==> config.mk <==
export PLATFORM = sky130hd
export DESIGN_NAME = hazard_detection
export DESIGN_NICKNAME = d
export VERILOG_FILES = /design/src/rtl/hazard_detection.sv
export SDC_FILE = /design/constraint.sdc
export NUM_CORES = 1
export LEC_CHECK = 0
export BUFFER_PORTS_ARGS = -buffer_cell sky130_fd_sc_hd__buf_4
export CORE_MARGIN = 5
export CORE_UTILIZATION = 47
export CTS_BUF_LIST = sky130_fd_sc_hd__clkbuf_4 sky130_fd_sc_hd__clkbuf_8
export DETAILED_ROUTE_END_ITERATION = 7
export MAX_ROUTING_LAYER = met4
export PLACE_DENSITY = 0.78
export SLEW_MARGIN = 25
export SYNTH_ARGS = -nofsm -noshare
export SYNTH_HDL_FRONTEND = slang
export SYNTH_SLANG_ARGS = --single-unit
export TNS_END_PERCENT = 30
==> constraint.sdc <==
create_clock -name clock -period 1.8 [get_ports clock]
set_input_delay 0 -clock clock [delete_from_list [all_inputs] [get_ports clock]]
set_output_delay 0 -clock clock [all_outputs]
set_load 0.05 [all_outputs]
==> src/rtl/hazard_detection.sv <==
// rtl/hazard_detection.sv - pipeline hazard unit: load-use/branch stalls, memory freeze, perf counters
module hazard_detection (
  input  logic        clock,
  input  logic        reset,
  input  logic [4:0]  rsIfId,
  input  logic [4:0]  rtIfId,
  input  logic        useRtId,
  input  logic        branchId,
  input  logic        branchTaken,
  input  logic        memReadIdEx,
  input  logic        regWriteIdEx,
  input  logic [4:0]  rtIdEx,
  input  logic [4:0]  rdIdEx,
  input  logic        memReadExMem,
  input  logic [4:0]  rdExMem,
  input  logic        memBusy,
  output logic        pcWrite,
  output logic        ifIdWrite,
  output logic        idExBubble,
  output logic        ifIdFlush,
  output logic        pipeFreeze,
  output logic [15:0] stallCount,
  output logic [15:0] freezeCount
);

  typedef enum logic {RUN, STALL} state_t;

  state_t     state;
  logic [1:0] remaining;
  logic       load_use, br_ex, br_load_ex, br_mem;
  logic [1:0] stall_len;

  // Register zero is hardwired, so it never creates a dependency.
  function automatic logic reg_match(input logic [4:0] a, input logic [4:0] b);
    return (a == b) && (a != 5'd0);
  endfunction

  always_comb begin
    load_use   = memReadIdEx &&
                 (reg_match(rtIdEx, rsIfId) || (useRtId && reg_match(rtIdEx, rtIfId)));
    br_ex      = branchId && regWriteIdEx && !memReadIdEx &&
                 (reg_match(rdIdEx, rsIfId) || reg_match(rdIdEx, rtIfId));
    br_load_ex = branchId && memReadIdEx &&
                 (reg_match(rtIdEx, rsIfId) || reg_match(rtIdEx, rtIfId));
    br_mem     = branchId && memReadExMem &&
                 (reg_match(rdExMem, rsIfId) || reg_match(rdExMem, rtIfId));
    if (br_load_ex)
      stall_len = 2'd2;
    else if (load_use || br_ex || br_mem)
      stall_len = 2'd1;
    else
      stall_len = 2'd0;
  end

  // Outputs are combinational so a hazard stalls in the cycle it is seen;
  // reset is folded in so they take their idle values without a clock.
  always_comb begin
    pcWrite    = 1'b1;
    ifIdWrite  = 1'b1;
    idExBubble = 1'b0;
    ifIdFlush  = 1'b0;
    pipeFreeze = 1'b0;
    if (reset) begin
      if (memBusy) begin
        pipeFreeze = 1'b1;
        pcWrite    = 1'b0;
        ifIdWrite  = 1'b0;
      end else if (state == STALL || stall_len != 2'd0) begin
        pcWrite    = 1'b0;
        ifIdWrite  = 1'b0;
        idExBubble = 1'b1;
      end else if (branchTaken) begin
        ifIdFlush  = 1'b1;
      end
    end
  end

  always_ff @(posedge clock or negedge reset) begin
    if (!reset) begin
      state       <= RUN;
      remaining   <= 2'd0;
      stallCount  <= 16'd0;
      freezeCount <= 16'd0;
    end else if (memBusy) begin
      if (freezeCount != 16'hFFFF)
        freezeCount <= freezeCount + 16'd1;
    end else begin
      if (idExBubble && stallCount != 16'hFFFF)
        stallCount <= stallCount + 16'd1;
      case (state)
        RUN: begin
          // The first bubble of a two-cycle stall is issued here in RUN.
          if (stall_len == 2'd2) begin
            state     <= STALL;
            remaining <= 2'd1;
          end
        end
        STALL: begin
          if (remaining <= 2'd1) begin
            remaining <= 2'd0;
            state     <= RUN;
          end else begin
            remaining <= remaining - 2'd1;
          end
        end
        default: begin
          state     <= RUN;
          remaining <= 2'd0;
        end
      endcase
    end
  end

endmodule

==> results of run 1 <==
layout make-up:
cell class / count / area share [%]
Clock buffer: 7 / 3.05
Clock inverter: 1 / 0.238
Inverter: 2 / 0.238
Multi-Input combinational cell: 170 / 40.2
Sequential cell: 35 / 28.6
Tap cell: 52 / 2.06
Timing Repair Buffer: 104 / 25.6
cell families (layout without fill, tap and decap cells):
group | after synthesis | count (layout) | share of synthesized area (%)
AO/OA/AOI/OAI | 17 | 17 | 5.82
XOR/XNOR | 57 | 57 | 23.9
adder cells (fa/ha/maj) | 2 | 2 | 1.20
flip-flops | 35 | 35 | 42.0
multiplexers | 4 | 4 | 2.34
buffers and inverters | 7 | 114 | 1.50
AND/OR/NAND/NOR | 90 | 90 | 23.3
final timing paths:
kind / end / cells past startpoint
setup reg to reg: stallCount[1] / 5
hold / removal: state / 2
max in group asynchronous: freezeCount[3] / 3
min in group asynchronous: stallCount[4] / 3
setup / recovery: pcWrite / 9
hold reg to reg: stallCount[4] / 1
through the flow:
stage	hold WS [ps]	power [W]	setup WS (ps)	TNS, ps
3_3_place_gp	91.0	0.00236	-110	-801
6_report	17.8	0.00309	21.7	0
3_5_place_dp	88.2	0.00239	-160	-1770
5_1_grt	21.4	0.00325	-61.6	-171
2_1_floorplan	-296	0.00188	-189	-1090
4_1_cts	17.3	0.00306	5.76	0
cell usage in the layout, fill, tap and decap left out, types with 3 or more instances in the layout:
cell / n
sky130_fd_sc_hd__mux2_2: 3
sky130_fd_sc_hd__nand3_2: 3
sky130_fd_sc_hd__and3_4: 3
sky130_fd_sc_hd__nand2_1: 11
sky130_fd_sc_hd__xnor2_1: 46
sky130_fd_sc_hd__buf_6: 5
sky130_fd_sc_hd__nand3_1: 17
sky130_fd_sc_hd__nand4_1: 17
sky130_fd_sc_hd__dfrtp_2: 22
sky130_fd_sc_hd__and2_1: 4
sky130_fd_sc_hd__nor3_1: 8
sky130_fd_sc_hd__buf_4: 97
sky130_fd_sc_hd__a21oi_1: 4
sky130_fd_sc_hd__and3_1: 3
sky130_fd_sc_hd__dfrtp_1: 13
sky130_fd_sc_hd__nor2_1: 9
sky130_fd_sc_hd__xor2_1: 11
sky130_fd_sc_hd__clkbuf_8: 7
what timing repair did:
action | 4_1_cts | 5_1_grt
hold buffers | 1 | 0
pin swaps | 2 | 8
buffers inserted | 2 | 5
gates cloned | 0 | 0
hold endpoints to repair | 35 | 0
resized for setup | 5 | 13
endpoints found under the setup margin | 5 | 21
power by group through the flow:
stage	Combinational (W)	Clock, W	Sequential, W
6_report	0.00139	0.000640	0.00106
4_1_cts	0.00137	0.000637	0.00106
3_3_place_gp	0.00129	0	0.00107
2_1_floorplan	0.000421	0	0.00146
3_5_place_dp	0.00132	0	0.00107
5_1_grt	0.00149	0.000684	0.00108
synthesized netlist by cell type, drive strengths merged:
master   instances
a211oi           1
a21o             1
a21oi            4
a221oi           1
a31oi            1
and2             4
and3             6
and4             2
buf              2
clkbuf           3
dfrtp           35
ha               2
inv              2
mux2             4
nand2           12
nand2b           1
nand3           20
nand4           17
nand4b           1
nor2            13
nor2b            1
nor3             8
o2111ai          1
o211a            1
o21ai            4
o21bai           1
o22ai            1
o31a             1
or2              1
or3              2
or4              2
xnor2           46
xor2            11
flip-flops by register name, summed over array words and instances, names as in the netlist:
register / count
freezeCount: 16
remaining: 2
stallCount: 16
state: 1
metal layers:
metal,vias to the layer above,track usage [%]
li1,962,-
met1,944,25.0
met2,72,34.0
met3,14,4.73
met4,0,4.72
met5,-,-
==> results by stage, run 1 <==
Run status:
- The flow ran to the end, and the final reports show no timing, DRC or antenna violations.

Pwr:
- In this run, the clock network consumes 20.7% of the power.
- The maximum resistive drop on vdd is 0.838 mV.
- The analysis attributes to net switching a power of 0.00124 W.
- The combinational fraction of design power is 45.1%.
- Net switching is 40.2% of the power.
- The leakage power total is 1.39 nW.
- The power density over the cells is 980 nW/um^2.
- The internal power summed over all cells is 0.00185 W.
- The power share of the sequential group is 34.3%.

Synthesis:
- The cell type with the highest aggregate area in the netlist is sky130_fd_sc_hd__dfrtp_1.
- The cell area that synthesis handed to floorplanning was 2090 um^2.
- Synthesis produced 212 cells.
- In this run, synthesis produced a sequential element count of 35.
- The share of the yosys chip area belonging to registers is 42.0%.
- The count of different cell masters after synthesis is 38.
- After synthesis, the largest area contributor takes up 42.0% of total cell area.
- The number of nets produced by synthesis is 248.
- The Yosys step of the flow raised 0 warnings.
- In this run the mean area of a mapped cell was 9.84 um^2.
- In the post-synthesis netlist, the biggest area contributors are sky130_fd_sc_hd__dfrtp_1, sky130_fd_sc_hd__xnor2_1, sky130_fd_sc_hd__nand4_1, sky130_fd_sc_hd__xor2_1, sky130_fd_sc_hd__nand3_1.

Clock tree:
- The number of clock buffers inserted by TritonCTS is 5.
- The H-tree was split into 2 levels.
- TritonCTS built the clock tree.
- The clock passes through at most 2 buffers.
- The root cell of the clock tree is sky130_fd_sc_hd__clkbuf_8.
- The clock-pin slew of the registers on the worst-case setup and hold paths is 70 ps.
- The clock reaches the later pin of the worst-skew pair after 290 ps.
- The number of clock sinks seen by CTS is 35.

Detailed routing:
- The average via count per standard cell is 5.37.
- The starting DRC count in detailed routing is 206.
- In the detailed route, the total length drawn on met3 is 367 um.
- The number of remaining DRC errors is 0.
- Once detail routing completed, the nets flagged for antenna violations numbered 0.
- The length of the first detailed-routing pass in iterations is 4.
- Summed over all layers, the routed wires come to 5.77 mm.
- Dividing the detail-routed wire length by the instance count gives 15.5 um.
- The number of vias after detailed routing is 1992.
- The detailed route wirelength on metal2 is 2.96 mm.
- The highest metal layer with signal wires is met4.
- For this block, wires on met1 add up to 2.34 mm.

Floorplan:
- The number of placement rows is 24.
- The die covers 5870 um^2.
- 71 I/O pins were placed.
- The die boundary height is 76.6 um.
- Once the floorplan was initialized, standard cells occupied 48.3% of the core.
- The floorplan step set the die width to 76.6 um.
- The floorplan step defined a core boundary enclosing 4320 um^2.

Setup path:
- The most critical setup path has its startpoint at rtIdEx[0].
- The worst setup path category is in -> out.
- The endpoint required time on the critical path is 1800 ps.
- Data on the critical path arrives at its endpoint at 1780 ps.
- Walking the worst path, the cells encountered are buf_6 > or4_4 > o21ai_4 > nor2_2 > a221oi_2 > nand3_2 > buf_8 > o21ai_4 > buf_6.
- The kind of start point of the critical path is a primary input.
- In this run the worst path has a maximum fanout of 3.
- The worst register-to-register path begins at stallCount[10].
- The internal reg-to-reg setup slack is 40 ps.
- The cell type of the slowest stage on the worst timing path is sky130_fd_sc_hd__or4_4.
- On the critical path the largest part of the delay comes from simple AND/OR/NAND/NOR gates.
- The largest stage delay on the critical path is 540 ps.
- The critical path endpoint category is an output pin.
- Together, buffers and inverters on the worst path number 3.

Timing:
- The share of the clock period used by the worst path is 98.8%.
- The final-report setup violation count is 0.
- The worst pin sits at a relative slew slack of 67.2%.
- On the final layout, the worst clock skew is 5.35 ps.
- The final max-slew violation count is 0.
- The worst-margin pin slew is 493 ps.
- The number of endpoints with negative hold slack in the final report is 0.
- Setup repair after global routing could not meet its margin everywhere.
- The final critical-path required period is 1780 ps.
- For this run, the top clock speed supported by timing is 0.562 GHz.

Run:
- The total of max-cap violations is 0.

Min path:
- In this run the worst hold path is classified as in -> reg.
- The start point of the worst hold path is memBusy.

Cells and area:
- After the last flow step, the layout net total stands at 354.
- Cells fill 73.0% of the core in the end.
- The number of inserted filler cells in the final layout is 319.
- The post-route netlist has 49.2% of its cells at a drive strength greater than 1.
- The non-filler instance count after layout is 371.
- The relative area change from synthesis to final layout is 51.3%.
- Summing all multi-input logic gate instances after layout gives 1270 um^2.
- The final antenna diode count is 0.
- The flip-flop and latch area is 903 um^2.
- With fillers left out, the area of the finished cells amounts to 3160 um^2.

Global routing:
- Summed over all layers, the global routing overflow is 0.
- The pin count of the biggest net entering global routing is 38.
- The overall routing resource usage is 20.3%.
- The global-route wire length before repair is 9.63 mm.
- The number of antenna violations at the first check in global routing is 0.
- The number of global-route vias before repair is 2014.

Placed design:
- Once placement completed, the tool counted placed cells totaling 355.
- The area after detailed placement is 2930 um^2.
- Routability-driven placement finished with a final weighted congestion of 0.940.
- The count of port buffers added during placement is 70.
- The half-perimeter wire length after placement is 4.25 mm.
Note: power is estimated with default switching activity, not from simulation.
==> run 2, diff against run 1 <==
--- a/config.mk
+++ b/config.mk
@@ -10,7 +10,6 @@
 export CORE_UTILIZATION = 47
 export CTS_BUF_LIST = sky130_fd_sc_hd__clkbuf_4 sky130_fd_sc_hd__clkbuf_8
 export DETAILED_ROUTE_END_ITERATION = 7
-export MAX_ROUTING_LAYER = met4
 export PLACE_DENSITY = 0.78
 export SLEW_MARGIN = 25
 export SYNTH_ARGS = -nofsm -noshare
==> results by stage, run 2 (synthesized netlist as in run 1, its figures left out) <==
Run:
- Max-cap violations in this run came to 0.

Cells and area:
- Leaving out fill and tap cells, the most frequent cells in the layout are sky130_fd_sc_hd__buf_4, sky130_fd_sc_hd__xnor2_1, sky130_fd_sc_hd__dfrtp_2.
- The relative area change from synthesis to final layout is 51.3%.
- The utilization after layout is 73.0%.
- The most common library cell in the layout ignoring fill and taps is sky130_fd_sc_hd__buf_4.
- The non-filler instance count after layout is 371.
- The final antenna diode count is 0.
- The fraction of layout instances using a drive strength above 1 is 49.2%.
- The largest registers in the layout are freezeCount (16), stallCount (16), remaining (2).
- The net count reported at finish is 354.
- The filler cells instantiated in the layout total 319.

Global routing:
- The number of antenna violations at the first check in global routing is 0.
- The number of global-route vias before repair is 2017.
- Across every metal layer, demand over resource in global routing totals 19.8%.
- Entering global routing, the biggest net connects 38 pins.
- The remaining global-route overflow is 0.
- The first global-routing pass estimated 9.62 mm of wire.

Pwr:
- Dividing total power by cell area gives a power density of 981 nW/um^2.
- The maximum resistive drop on vdd is 0.837 mV.
- Total power for the finished layout comes to 0.00310 W.
- The leakage power total is 1.39 nW.

Detailed routing:
- The count of nets left with antenna violations once routing finished came out at 0.
- The starting DRC count in detailed routing is 200.
- The routed layout has 2002 vias.
- The average via count per standard cell is 5.40.
- The total wire length after detailed routing is 5.79 mm.
- The length of the first detailed-routing pass in iterations is 4.
- The number of remaining DRC errors is 0.
- The detailed-route wire length per cell is 15.6 um.

Clock tree:
- The clock tree synthesis step divided the H-tree into 2 levels.
- The clock insertion delay at the later pin of the skew report is 290 ps.
- The number of clock buffers inserted by TritonCTS is 5.
- The number of buffers on the longest clock path is 2.
- TritonCTS built the clock tree.
- CTS saw 35 sinks.
- The root cell of the clock tree is sky130_fd_sc_hd__clkbuf_8.
- The clock-pin slew of the registers on the worst-case setup and hold paths is 70 ps.

Setup path:
- Data arrives at the worst endpoint at 1780 ps.
- In this design, the stage delay of the slowest critical-path cell is 540 ps.
- The cell type of the slowest stage on the worst timing path is sky130_fd_sc_hd__or4_4.
- The worst setup path category is in -> out.
- The worst register-to-register path has a setup slack of 40 ps.
- The endpoint required time on the critical path is 1800 ps.
- The signal on the critical path passes through buf_6 > or4_4 > o21ai_4 > nor2_2 > a221oi_2 > nand3_2 > buf_8 > o21ai_4 > buf_6.
- STA classifies the critical path startpoint as a primary input.
- STA classifies the critical path endpoint as an output pin.
- The largest fanout on the critical path is 3.

Placed design:
- The worst-case setup slack after placement is -160 ps.
- In this run the tool buffered the top-level ports with 70 buffer cells.
- The HPWL after detailed placement is 4.25 mm.
- Including well taps, the total number of placed cells is 355.
- At the end of routability-driven placement, the weighted congestion stood at 0.923.

Floorplan:
- After floorplanning, the core was divided into 24 placement rows.
- The effective utilization at floorplan is 48.3%.
- The boundary pin count is 71.
- The die covers 5870 um^2.
- The overall die width is 76.6 um.
- The die boundary height is 76.6 um.
- The core area is 4320 um^2.

Timing:
- The setup clock skew after layout is 5.50 ps.
- The number of endpoints with negative hold slack in the final report is 0.
- In the finished design, the share of the clock period the worst path needs comes to 98.8%.
- The worst pin sits at a relative slew slack of 67.1%.
- The worst-margin pin slew is 494 ps.
- Setup slack on the critical path of the routed design comes to 21.1 ps.
- Static timing analysis puts the maximum clock frequency at 0.562 GHz.
- The final max-slew violation count is 0.
- The worst path needs 1780 ps of the cycle, external delays included.
- Setup repair after global routing could not meet its margin everywhere.
- In the final timing run, aggregate negative setup slack is 0 ps.
- Setup violations remaining at the end of the flow were counted as 0.

Min path:
- The path class of the tightest hold or removal check is in -> reg.

Run status:
- The flow ran to the end, and the final reports show no timing, DRC or antenna violations.
==> run 2: layer usage <==
| metal | wire length [um] | vias to the layer above | track usage [%] |
|---|---|---|---|
| met1 | 2320 | 945 | 24.7 |
| met5 | 0 | - | 0 |
| met3 | 397 | 16 | 4.96 |
| met2 | 2970 | 79 | 34.1 |
| li1 | - | 962 | - |
| met4 | 108 | 0 | 4.72 |
==> run 2: critical path, delay by kind of cell <==
kind / cells / cell delay (ps)
AOI/OAI and AO/OA: 3 / 590
and+or+nand+nor: 3 / 750
buffers and inverters: 3 / 440
==> run 2: final timing paths <==
| check | start | end | cells past startpoint |
|---|---|---|---|
| setup / recovery | rtIdEx[0] | pcWrite | 9 |
| hold / removal | memBusy | state | 2 |
| setup reg to reg | stallCount[10] | stallCount[1] | 5 |
| hold reg to reg | stallCount[4] | stallCount[4] | 1 |
| max in group asynchronous | reset | freezeCount[3] | 3 |
| min in group asynchronous | reset | stallCount[4] | 3 |
==> run 2: repair_timing <==
item | in CTS | in global routing
gates resized for setup | 5 | 13
hold buffers | 1 | 0
setup endpoints to repair | 5 | 21
pin swaps | 2 | 8
buffers inserted | 2 | 5
endpoints found under the hold margin | 35 | 0
==> run 2: report_power, final <==
part	leakage (nW)	switching, W	total (W)	internal, W
Clock	0.0505	0.000293	0.000641	0.000348
Sequential	0.436	0.000129	0.00106	0.000931
Combinational	0.901	0.000824	0.00139	0.000570
Total	1.39	0.00125	0.00310	0.00185
==> run 2: cell type report <==
class	instances	area (um^2)	share of cell area, %
clock inverters	1	7.51	0.238
inverters	2	7.51	0.238
multi-input cells	170	1270	40.2
well taps	52	65.1	2.06
repair buffers	104	810	25.6
clock buffers	7	96.3	3.05
flip-flops and latches	35	903	28.6
==> run 2: per-stage QoR <==
| stage | hold slack [ps] | instance area, um^2 |
|---|---|---|
| global route | 21.4 | 3160 |
| floorplan | -296 | 2180 |
| detailed placement | 88.2 | 2930 |
| CTS | 17.3 | 3070 |
| finish | 16.9 | 3160 |
| global placement | 91.0 | 2930 |
